--- src/rtl/freq_sweep_ctrl.sv ---
// freq_sweep_ctrl: steps freq_gen's freq_sel from a start value to a stop value,
// holding each value for a number of clk_out rising edges (clk_out sampled as data).
// Ports: clk_in/rst_n; start/abort control; sel_start/sel_stop/sel_step/dwell
// config; clk_out feedback; freq_sel/gen_rst (registered), busy/step_pulse/done.
module freq_sweep_ctrl #(
  parameter int DataWidth  = 8,
  parameter int DwellWidth = 16,
  parameter logic [DataWidth-1:0] ResetSel = DataWidth'(8)
) (
  input  logic                  clk_in,
  input  logic                  rst_n,
  input  logic                  start,
  input  logic                  abort,
  input  logic [DataWidth-1:0]  sel_start,
  input  logic [DataWidth-1:0]  sel_stop,
  input  logic [DataWidth-1:0]  sel_step,
  input  logic [DwellWidth-1:0] dwell,
  input  logic                  clk_out,
  output logic [DataWidth-1:0]  freq_sel,
  output logic                  gen_rst,
  output logic                  busy,
  output logic                  step_pulse,
  output logic                  done
);

  typedef enum logic [2:0] {
    S_IDLE,
    S_LOAD,
    S_DWELL,
    S_STEP,
    S_DONE
  } state_e;

  state_e                state_q, state_d;
  logic [DataWidth-1:0]  freq_sel_q, freq_sel_d;
  logic                  gen_rst_q, gen_rst_d;
  logic                  clk_out_q;
  logic [DwellWidth-1:0] cnt_q, cnt_d;
  logic [DataWidth-1:0]  start_l_q, start_l_d;
  logic [DataWidth-1:0]  stop_l_q, stop_l_d;
  logic [DataWidth-1:0]  step_l_q, step_l_d;
  logic [DwellWidth-1:0] dwell_l_q, dwell_l_d;
  logic                  dir_up_q, dir_up_d;

  logic                  edge_w;
  logic [DwellWidth-1:0] dwell_eff;
  logic [DwellWidth-1:0] cnt_inc;
  logic [DataWidth:0]    sum_w;
  logic [DataWidth:0]    dif_w;
  logic                  clamp_w;
  logic [DataWidth-1:0]  nxt_w;

  assign edge_w    = clk_out & ~clk_out_q;
  assign dwell_eff = (dwell_l_q == '0) ? DwellWidth'(1) : dwell_l_q;
  assign cnt_inc   = cnt_q + DwellWidth'(1);

  // One extra bit catches wrap past either end of the range.
  assign sum_w = {1'b0, freq_sel_q} + {1'b0, step_l_q};
  assign dif_w = {1'b0, freq_sel_q} - {1'b0, step_l_q};

  always_comb begin
    clamp_w = 1'b0;
    nxt_w   = '0;
    if (dir_up_q) begin
      clamp_w = (sum_w > {1'b0, stop_l_q});
      nxt_w   = clamp_w ? stop_l_q : sum_w[DataWidth-1:0];
    end else begin
      clamp_w = dif_w[DataWidth] || (dif_w[DataWidth-1:0] < stop_l_q);
      nxt_w   = clamp_w ? stop_l_q : dif_w[DataWidth-1:0];
    end
  end

  always_comb begin
    state_d    = state_q;
    freq_sel_d = freq_sel_q;
    gen_rst_d  = 1'b0;
    cnt_d      = cnt_q;
    start_l_d  = start_l_q;
    stop_l_d   = stop_l_q;
    step_l_d   = step_l_q;
    dwell_l_d  = dwell_l_q;
    dir_up_d   = dir_up_q;
    step_pulse = 1'b0;
    done       = 1'b0;
    unique case (state_q)
      S_IDLE: begin
        if (start && !abort) begin
          start_l_d = sel_start;
          stop_l_d  = sel_stop;
          step_l_d  = sel_step;
          dwell_l_d = dwell;
          dir_up_d  = (sel_start <= sel_stop);
          state_d   = S_LOAD;
        end
      end
      S_LOAD: begin
        if (abort) begin
          state_d = S_IDLE;
        end else begin
          freq_sel_d = start_l_q;
          gen_rst_d  = 1'b1;
          cnt_d      = '0;
          state_d    = S_DWELL;
        end
      end
      S_DWELL: begin
        if (abort) begin
          state_d = S_IDLE;
        end else if (edge_w) begin
          cnt_d = cnt_inc;
          if (cnt_inc == dwell_eff) begin
            state_d = S_STEP;
          end
        end
      end
      S_STEP: begin
        if (abort) begin
          state_d = S_IDLE;
        end else if ((step_l_q == '0) || (freq_sel_q == stop_l_q)) begin
          state_d = S_DONE;
        end else begin
          freq_sel_d = nxt_w;
          step_pulse = 1'b1;
          cnt_d      = '0;
          state_d    = S_DWELL;
        end
      end
      S_DONE: begin
        done    = 1'b1;
        state_d = S_IDLE;
      end
      default: state_d = S_IDLE;
    endcase
  end

  always_ff @(posedge clk_in or negedge rst_n) begin
    if (!rst_n) begin
      state_q    <= S_IDLE;
      freq_sel_q <= ResetSel;
      gen_rst_q  <= 1'b0;
      clk_out_q  <= 1'b0;
      cnt_q      <= '0;
      start_l_q  <= '0;
      stop_l_q   <= '0;
      step_l_q   <= '0;
      dwell_l_q  <= '0;
      dir_up_q   <= 1'b0;
    end else begin
      state_q    <= state_d;
      freq_sel_q <= freq_sel_d;
      gen_rst_q  <= gen_rst_d;
      clk_out_q  <= clk_out;
      cnt_q      <= cnt_d;
      start_l_q  <= start_l_d;
      stop_l_q   <= stop_l_d;
      step_l_q   <= step_l_d;
      dwell_l_q  <= dwell_l_d;
      dir_up_q   <= dir_up_d;
    end
  end

  assign freq_sel = freq_sel_q;
  assign gen_rst  = gen_rst_q;
  assign busy     = (state_q == S_LOAD) || (state_q == S_DWELL)
                 || (state_q == S_STEP);

endmodule

--- config.mk ---
export PLATFORM = sky130hd
export DESIGN_NAME = freq_sweep_ctrl
export DESIGN_NICKNAME = d
export VERILOG_FILES = /design/src/rtl/freq_sweep_ctrl.sv
export SDC_FILE = /design/constraint.sdc
export NUM_CORES = 1
export LEC_CHECK = 0
export CORE_MARGIN = 8
export CORE_UTILIZATION = 30
export CTS_CLUSTER_DIAMETER = 40
export CTS_CLUSTER_SIZE = 20
export DETAILED_ROUTE_END_ITERATION = 12
export PLACE_DENSITY_LB_ADDON = 0.25
export SLEW_MARGIN = 20
export SYNTH_ARGS = -nofsm -noshare
export SYNTH_HDL_FRONTEND = slang
export SYNTH_SLANG_ARGS = --single-unit
--- constraint.sdc ---
create_clock -name clk_in -period 5.32 [get_ports clk_in]
set_input_delay 0.532 -clock clk_in [delete_from_list [all_inputs] [get_ports clk_in]]
set_output_delay 0.532 -clock clk_in [all_outputs]
set_load 0.05 [all_outputs]
Yosys cells after proc, flatten, opt, wreduce, memory -nomap -nowiden
Index checks and enable logic that the tools add are counted.
{ "totals": {"latchBits": 0, "input_bits": 45, "word_cells": 75, "mem_count": 0, "mem_bits_rw": 0, "register_bits": 70, "romBits": 0} }
{ "classes": {"n_addsub": 3, "shift": 0, "div_mod_pow": 0, "magnitude_cmp": 3, "n_mux": 28, "n_eq_ne": 14, "n_bitwise": 2, "mul": 0, "reduce_logical": 15} }
{ "op_table": {"columns": ["operator", "n"], "rows": [
  ["$mux 16", 6],
  ["$mux 8", 6],
  ["$pmux 16 s3", 1],
  ["$mux 3", 6],
  ["$add 16x1->16 const B", 1],
  ["$eq 16x16->1", 1],
  ["$logic_not 16->1", 1],
  ["$pmux 8 s2", 1],
  ["$ne 2x2->1 const B", 6],
  ["$pmux 3 s4", 1],
  ["$add 8x8->9", 1],
  ["$gt 9x8->1", 1],
  ["$sub 8x8->9", 1],
  ["$eq 8x8->1", 1],
  ["$le 8x8->1", 1],
  ["$logic_not 8->1", 1],
  ["$lt 8x8->1", 1],
  ["$eq 3x2->1 const B", 2],
  ["$mux 1", 6],
  ["$ne 3x3->1 const B", 2],
  ["$reduce_and 6->1", 1],
  ["$logic_or 1x1->1", 4],
  ["$reduce_and 4->1", 1],
  ["$eq 3x1->1 const B", 1],
  ["other kinds (11)", 11]
]} }

Longest topological paths before layout
Gate-level depths: netlist of run 1.
{ "logic_depth": {"ltp_word": 8, "mapped_depth": 16} }

Worst setup path before layout of run 1
Ideal clock, no wire load.
{ "synth_timing": {"path_kind": "register -> register", "from": "reg freq_sel_q[1] (netlist: freq_sel[1])", "to": "reg freq_sel_q[5] (netlist: freq_sel[5])", "period_less_slack_ns": 3.603, "arrival_time_ns": 3.403, "setup_slack_ns": 1.717, "n_path_buf": 0, "stages_incl_launch_ff": 14, "path_cell_list": "dfrtp_1 > ha_1 > nor2b_1 > o31a_1 > o31a_1 > o22ai_1 > xnor2_1 > ha_1 > nand2_1 > o21ai_0 > a2bb2oi_4 > mux2_1 > nand2_1 > a41oi_1"} }
{ "synth_via": {"elab_chain_len": 8, "word_cells_on_any_way": 15, "classes_between": "add/sub (2); order compare (2); eq/ne (2); mux (6); reduce/logical (3)"} }
{ "synth_rtl": {"columns": ["item", "line_no", "rtl"], "rows": [
  ["from (decl)", "35", "logic [DataWidth-1:0] freq_sel_q, freq_sel_d;"],
  ["from (signal assigned)", "139", "freq_sel_q <= ResetSel;"],
  ["from (signal assigned)", "150", "freq_sel_q <= freq_sel_d;"],
  ["$sub 8x8->9", "59", "assign dif_w = {1'b0, freq_sel_q} - {1'b0, step_l_q};"],
  ["$lt 8x8->1", "68", "clamp_w = dif_w[DataWidth] || (dif_w[DataWidth-1:0] < stop_l_q);"],
  ["$logic_or 1x1->1", "68", null],
  ["$mux 8", "69", "nxt_w = clamp_w ? stop_l_q : dif_w[DataWidth-1:0];"],
  ["$mux 8", "64", "if (dir_up_q) begin"],
  ["$mux 8", "119", "end else if ((step_l_q == '0) || (freq_sel_q == stop_l_q)) begin"],
  ["$mux 8", "117", "if (abort) begin"],
  ["$pmux 8 s2", "85", "unique case (state_q)"]
]} }
Several ways; a longest one is shown, not always the timed one. The select of a mux whose other input is x is not followed.
A chain may end at the register's enable or synchronous reset.

Final worst setup path of run 1
{ "layout_timing": {"from": "reg freq_sel_q[0] (netlist: freq_sel[0])", "to": "reg freq_sel_q[0] (netlist: freq_sel[0])"} }
The elaborated chain is that of the path after synthesis.

==> results.sh, run 1 <==
export IMPL_diodes=0
export IMPL_route_detailed_drc=0
export IMPL_yosysWarnings=0
export IMPL_cp_arrival_ns=3.90
export IMPL_rsz0062_at_grt="no"
export IMPL_worstSetupPathType="reg2reg"
export IMPL_synth_xor_area_share_pct=6.93
export IMPL_hpwl_mm=10.4
export IMPL_slowest_delay_ns=0.42
export IMPL_critPathTopFamily="compound AO/OA/AOI/OAI gates"
export IMPL_overflow=0
export IMPL_io_pins=57
export IMPL_grt_max_degree=71
export IMPL_portBuffers=56
export IMPL_fin_ws_ns=1.62
export IMPL_synth_seq_area_share_pct=35.7
export IMPL_rows=46
export IMPL_cts_tree="done"
export IMPL_grt_first_pass_wirelength_mm=21.8
export IMPL_post_cts_resized=0
export IMPL_drt_iter0_markers=288
export IMPL_setup_viol=0
export IMPL_synthAdderAreaFrac_pct=11.2
export IMPL_synth_compound_area_share_pct=17.2
export IMPL_finalWirelength_mm=13.4
export IMPL_cts_root_buf="clkbuf_16"
export IMPL_worst_setup_path_start_kind="flop"
export IMPL_utilization_pct=37.7
export IMPL_synth_simple_area_share_pct=14.3
export IMPL_start_util_pct=30.8
export IMPL_cts_setup_buffers=0
export IMPL_via_per_inst=5.08
export IMPL_ys_ff_latch=70
export IMPL_instances_no_fill=786
export IMPL_rrSetupSlack_ns=1.62
export IMPL_dieArea_sq_um=20700
export IMPL_ys_flop_type="dfrtp_1"
export IMPL_cts_buffer_depth=2
export IMPL_dp_slack_ns=1.63
export IMPL_worstSetupEndpointType="flop"
export IMPL_clock_latency_ns=0.35
export IMPL_maxSlewHeadroom_pct=37.9
export IMPL_vias=3994
export IMPL_ant_nets=0
export IMPL_synthCells=515
export IMPL_grtUsageTotal_pct=13.7
export IMPL_areaGrowthSynthToFinish_pct=22.3
export IMPL_async_reset_ff_share_pct=100
export IMPL_grt_pass1_vias=4057
export IMPL_final_cell_mix="dfrtp_1 (69), clkdlybuf4s50_1 (55), nand2_1 (40), ha_1 (40), inv_1 (37)"
export IMPL_irDropWorstVdd_v=0.000215
export IMPL_cap_violations=0
export IMPL_synth_top_family_by_area="compound AO/OA/AOI/OAI gates"
export IMPL_crit_required_ns=5.52
export IMPL_critical_path_cell_chain="ha_1 > fa_1 > nor2b_1 > o221ai_1 > a21oi_1 > nor2_1 > xnor2_1 > ha_1 > a211o_1 > a21oi_1 > o311ai_1 > a21oi_2 > mux2i_1 > nor2b_1 > o221ai_1"
export IMPL_post_synth_cell_area_avg_sq_um=9.53
export IMPL_min_period_over_period_pct=69.5
export IMPL_worst_slew_pin_slew_ns=0.931
export IMPL_clock_sinks=70
export IMPL_grt_antenna_before_repair=0
export IMPL_crit_cells=15
export IMPL_hold_ws_ns=0.390
export IMPL_numCtsBuffers=9
export IMPL_nets=652
export IMPL_hold_class="in2async"
export IMPL_drive_above_1_share_pct=12.5
export IMPL_final_max_slew_viol_count=0
export IMPL_finClkSkew_ns=0.0130
export IMPL_placed_cells=770
export IMPL_clk_pin_slew_worst_paths_ns=0.07
export IMPL_fp_coreArea_sq_um=15900
export IMPL_ys_types=65
export IMPL_critPathBufInv=0
export IMPL_avgRoutedWirePerCell_um=17.1
export IMPL_layout_commonest_cell="dfrtp_1"
export IMPL_final_setup_tns_ns=0
export IMPL_critPathSlowestCell="dfrtp_1"
export IMPL_status="finished clean"
export IMPL_htree_num_levels=3
export IMPL_final_hold_violation_count=0
export IMPL_r2r_cells=15
export IMPL_die_w_um=144
export IMPL_first_pass_iters=4
export IMPL_nFillCells=1623
export IMPL_worst_path_max_fanout=8
export IMPL_synth_edf_count=0
export IMPL_power_density_nw_per_um2=519
export IMPL_clock_fmax_mhz=270
export IMPL_synth_nets=602
export IMPL_synthMuxAreaShare_pct=9.96
export IMPL_p_leak_uw=0.00247
export IMPL_fp_dieH_um=144
export IMPL_synth_area_sq_um=4910
export IMPL_cts_hold_buffers=0
export IMPL_fin_crit_ns=3.70
export IMPL_routabilityCongestion=0.873
==> synthesized netlist by cell type (8+ instances only) <==
cell type  number  area share (%)
dfrtp_1        69              35
nand2_1        41             3.1
ha_1           40              10
inv_1          37             2.8
mux2_2         34             7.8
a21oi_1        28             2.9
xnor2_1        28             5.0
a31oi_1        26             3.3
nor2_1         25             1.9
o21ai_0        20             2.0
nor3_1         10             1.0
clkbuf_1        9            0.69
nand2b_1        9             1.1
nand3_1         9            0.92
o22ai_1         9             1.1
xor2_1          9             1.6
mux2i_1         8             1.6
nand4_1         8             1.0
nor4_1          8             1.0
==> metal layers <==
layer / part of all wire [%] / GRT usage, % / vias to the layer above
li1: - / - / 1963
met1: 52 / 19.2 / 1937
met5: 0 / 0 / -
met2: 43 / 20.3 / 84
met4: 1.2 / 4.65 / 0
met3: 4.3 / 2.89 / 10
==> power breakdown <==
group          total, uW  switching, uW  internal [uW]  leakage (uW)
logic               1670            938            731       0.00145
clock network        667            246            422      0.000154
registers            780            149            631      0.000864
==> sequential cells by signal, summed over array words and instances (netlist names) <==
| register | flops |
|---|---|
| stop_l_q | 8 |
| gen_rst | 1 |
| dir_up_q | 1 |
| state_q | 3 |
| dwell_l_q | 16 |
| freq_sel | 8 |
| step_l_q | 8 |
| clk_out_q | 1 |
| start_l_q | 8 |
| cnt_q | 16 |
==> worst reg2reg max path: cells and delay by family, from the launching register on <==
kind | cells | cell delay [ns]
AO/OA/AOI/OAI | 7 | 1.34
XOR/XNOR | 1 | 0.18
AND/OR/NAND/NOR | 3 | 0.44
multiplexers | 1 | 0.23
adder cells (fa/ha/maj) | 3 | 0.95
flip-flops | 1 | 0.42
==> worst paths after layout <==
| path | start | end |
|---|---|---|
| setup / recovery | freq_sel[0] | freq_sel[0] |
| hold / removal | rst_n | stop_l_q[7] |
| setup reg to reg | freq_sel[0] | freq_sel[0] |
| hold reg to reg | start_l_q[0] | start_l_q[0] |
| max in group asynchronous | rst_n | cnt_q[10] |
| min in group clk_in | start_l_q[0] | start_l_q[0] |
==> cell families (layout without fill, tap and decap cells) <==
logic type                 count (synthesis)  in the layout
and+or+nand+nor                          137            137
muxes                                     44             44
adders and majority gates                 43             43
buffers and inverters                     58            113
DFF                                       70             70
AOI/OAI and AO/OA                        125            125
xor gates and xnor gates                  38             38
==> per-stage QoR <==
step           total power [uW]  cell area [sq um]
6_report                   3120               6010
5_1_grt                    3350               6010
4_1_cts                    3140               5990
3_5_place_dp               2450               5670
3_3_place_gp               2440               5670
2_1_floorplan              2000               4910
==> final cells by class <==
class,count,area [sq um],area share [%]
Timing Repair Buffer,59,578,9.62
Tap cell,216,270,4.50
Inverter,38,143,2.38
Clock inverter,6,85.1,1.42
Clock buffer,10,239,3.98
Multi-Input combinational cell,387,2940,48.9
Sequential cell,70,1750,29.2
(Power assumes the default switching activity.)
==> run 2: changes to the inputs <==
==> constraint.sdc (replaced) <==
create_clock -name clk_in -period 3.7 [get_ports clk_in]
set_input_delay 0.37 -clock clk_in [delete_from_list [all_inputs] [get_ports clk_in]]
set_output_delay 0.37 -clock clk_in [all_outputs]
set_load 0.05 [all_outputs]
==> results.sh, run 2 (synthesized netlist as in run 1, its figures left out) <==
export IMPL_status="finished clean"
export IMPL_fin_crit_ns=3.56
export IMPL_final_hold_violation_count=0
export IMPL_hold_class="in2async"
export IMPL_clock_latency_ns=0.34
export IMPL_drive_above_1_share_pct=15.8
export IMPL_clock_sinks=70
export IMPL_utilization_pct=38.3
export IMPL_numCtsBuffers=9
export IMPL_dieArea_sq_um=20700
export IMPL_clock_fmax_mhz=281
export IMPL_r2r_cells=15
export IMPL_overflow=0
export IMPL_cp_arrival_ns=3.77
export IMPL_drt_iter0_markers=303
export IMPL_cts_buffer_depth=2
export IMPL_areaGrowthSynthToFinish_pct=24.5
export IMPL_critical_path_cell_chain="buf_4 > inv_1 > ha_1 > inv_1 > fa_1 > a21o_1 > a21oi_1 > xnor2_1 > ha_1 > nand2_1 > a2111oi_4 > a2bb2oi_4 > mux2_1 > nand2_1 > a41oi_1"
export IMPL_routabilityCongestion=0.961
export IMPL_grt_antenna_before_repair=0
export IMPL_fin_ws_ns=0.141
export IMPL_critPathSlowestCell="fa_1"
export IMPL_irDropWorstVdd_v=0.000326
export IMPL_crit_start="freq_sel[0]"
export IMPL_postPlaceCellArea_sq_um=5700
export IMPL_diodes=0
export IMPL_htree_num_levels=3
export IMPL_grt_max_degree=63
export IMPL_hold_ws_ns=0.410
export IMPL_finalWirelength_mm=13.7
export IMPL_io_pins=57
export IMPL_rows=46
export IMPL_first_pass_iters=5
export IMPL_cts_tree="done"
export IMPL_worst_path_max_fanout=8
export IMPL_top_regs="cnt_q x16, dwell_l_q x16"
export IMPL_worst_slew_pin_slew_ns=0.802
export IMPL_layout_commonest_cell="dfrtp_1"
export IMPL_rrSetupSlack_ns=0.14
export IMPL_fp_dieH_um=144
export IMPL_reg2reg_from="freq_sel[0]"
export IMPL_min_period_over_period_pct=96.2
export IMPL_start_util_pct=30.8
export IMPL_nets=663
export IMPL_clk_pin_slew_worst_paths_ns=0.06
export IMPL_hpwl_mm=10.4
export IMPL_reg2reg_to="freq_sel[5]"
export IMPL_route_detailed_drc=0
export IMPL_dp_slack_ns=0.145
export IMPL_finish_instance_area_sq_um=6110
export IMPL_slowest_delay_ns=0.41
export IMPL_setup_viol=0
export IMPL_final_max_slew_viol_count=0
export IMPL_final_cell_mix="dfrtp_1 (67), clkdlybuf4s50_1 (55), nand2_1 (40), ha_1 (40), inv_1 (37)"
export IMPL_ant_nets=0
export IMPL_crit_required_ns=3.91
export IMPL_finClkSkew_ns=0.00605
export IMPL_grtUsageTotal_pct=13.8
export IMPL_cap_violations=0
export IMPL_via_per_inst=5.16
export IMPL_power_density_nw_per_um2=763
export IMPL_grt_first_pass_wirelength_mm=22.0
export IMPL_grt_pass1_vias=3990
export IMPL_vias=4115
export IMPL_worstSetupEndpointType="flop"
export IMPL_portBuffers=56
export IMPL_die_w_um=144
export IMPL_fp_coreArea_sq_um=15900
export IMPL_avgRoutedWirePerCell_um=17.2
export IMPL_cts_root_buf="clkbuf_16"
export IMPL_worstSetupPathType="reg2reg"
export IMPL_p_leak_uw=0.00253
export IMPL_maxSlewHeadroom_pct=46.5
export IMPL_worst_setup_path_start_kind="flop"
## run 2: through the flow
| step | setup TNS, ns | power [uW] | cells |
|---|---|---|---|
| CTS | 0 | 4480 | 791 |
| finish | 0 | 4660 | 797 |
| floorplan | 0 | 2870 | 515 |
| global placement | 0 | 3540 | 774 |
| detailed placement | 0 | 3560 | 774 |
| global route | -0.0207 | 5000 | 797 |
## run 2: power breakdown
part / internal [uW] / switching, uW
clock: 524 / 356
sequential: 909 / 208
combinational: 1200 / 1460
## run 2: per-layer routing
layer	part of all wire [%]	vias up	GRT usage (%)
li1	-	1988	-
met1	50	1995	20.1
met2	43	120	19.3
met3	5.5	12	3.55
met4	1.4	0	4.26
met5	0	-	0
## run 2: worst max path at each step
stage / endpoint / depth (start not counted)
global route: freq_sel[5] / 16
CTS: freq_sel[5] / 13
finish: freq_sel[5] / 15
global placement: freq_sel[2] / 15
detailed placement: freq_sel[5] / 13
floorplan: freq_sel[5] / 13
## run 2: layout make-up
| cell class | instances | area (sq um) |
|---|---|---|
| fillers | 1602 | 9830 |
| multi-input cells | 387 | 2980 |
| flip-flops and latches | 70 | 1760 |
| repair buffers | 70 | 663 |
| well taps | 216 | 270 |
| clock buffers | 9 | 225 |
| inverters | 38 | 143 |
| clock inverters | 7 | 72.6 |
## run 2: worst max-delay path: cells and delay by family (launching register included)
family	cells	cell delay, ns
AND/OR/NAND/NOR	2	0.14
buffers and inverters	3	0.29
adder cells (fa/ha/maj)	3	0.91
AO/OA/AOI/OAI	5	1.17
XOR/XNOR	1	0.16
multiplexers	1	0.36
flip-flops	1	0.39
## run 2: what timing repair did
action / CTS / global route
gates resized for setup: 0 / 12
hold buffers: 1 / 0
endpoints found under the setup margin: 0 / 8
setup buffers: 0 / 6
hold endpoints to repair: 8 / 0
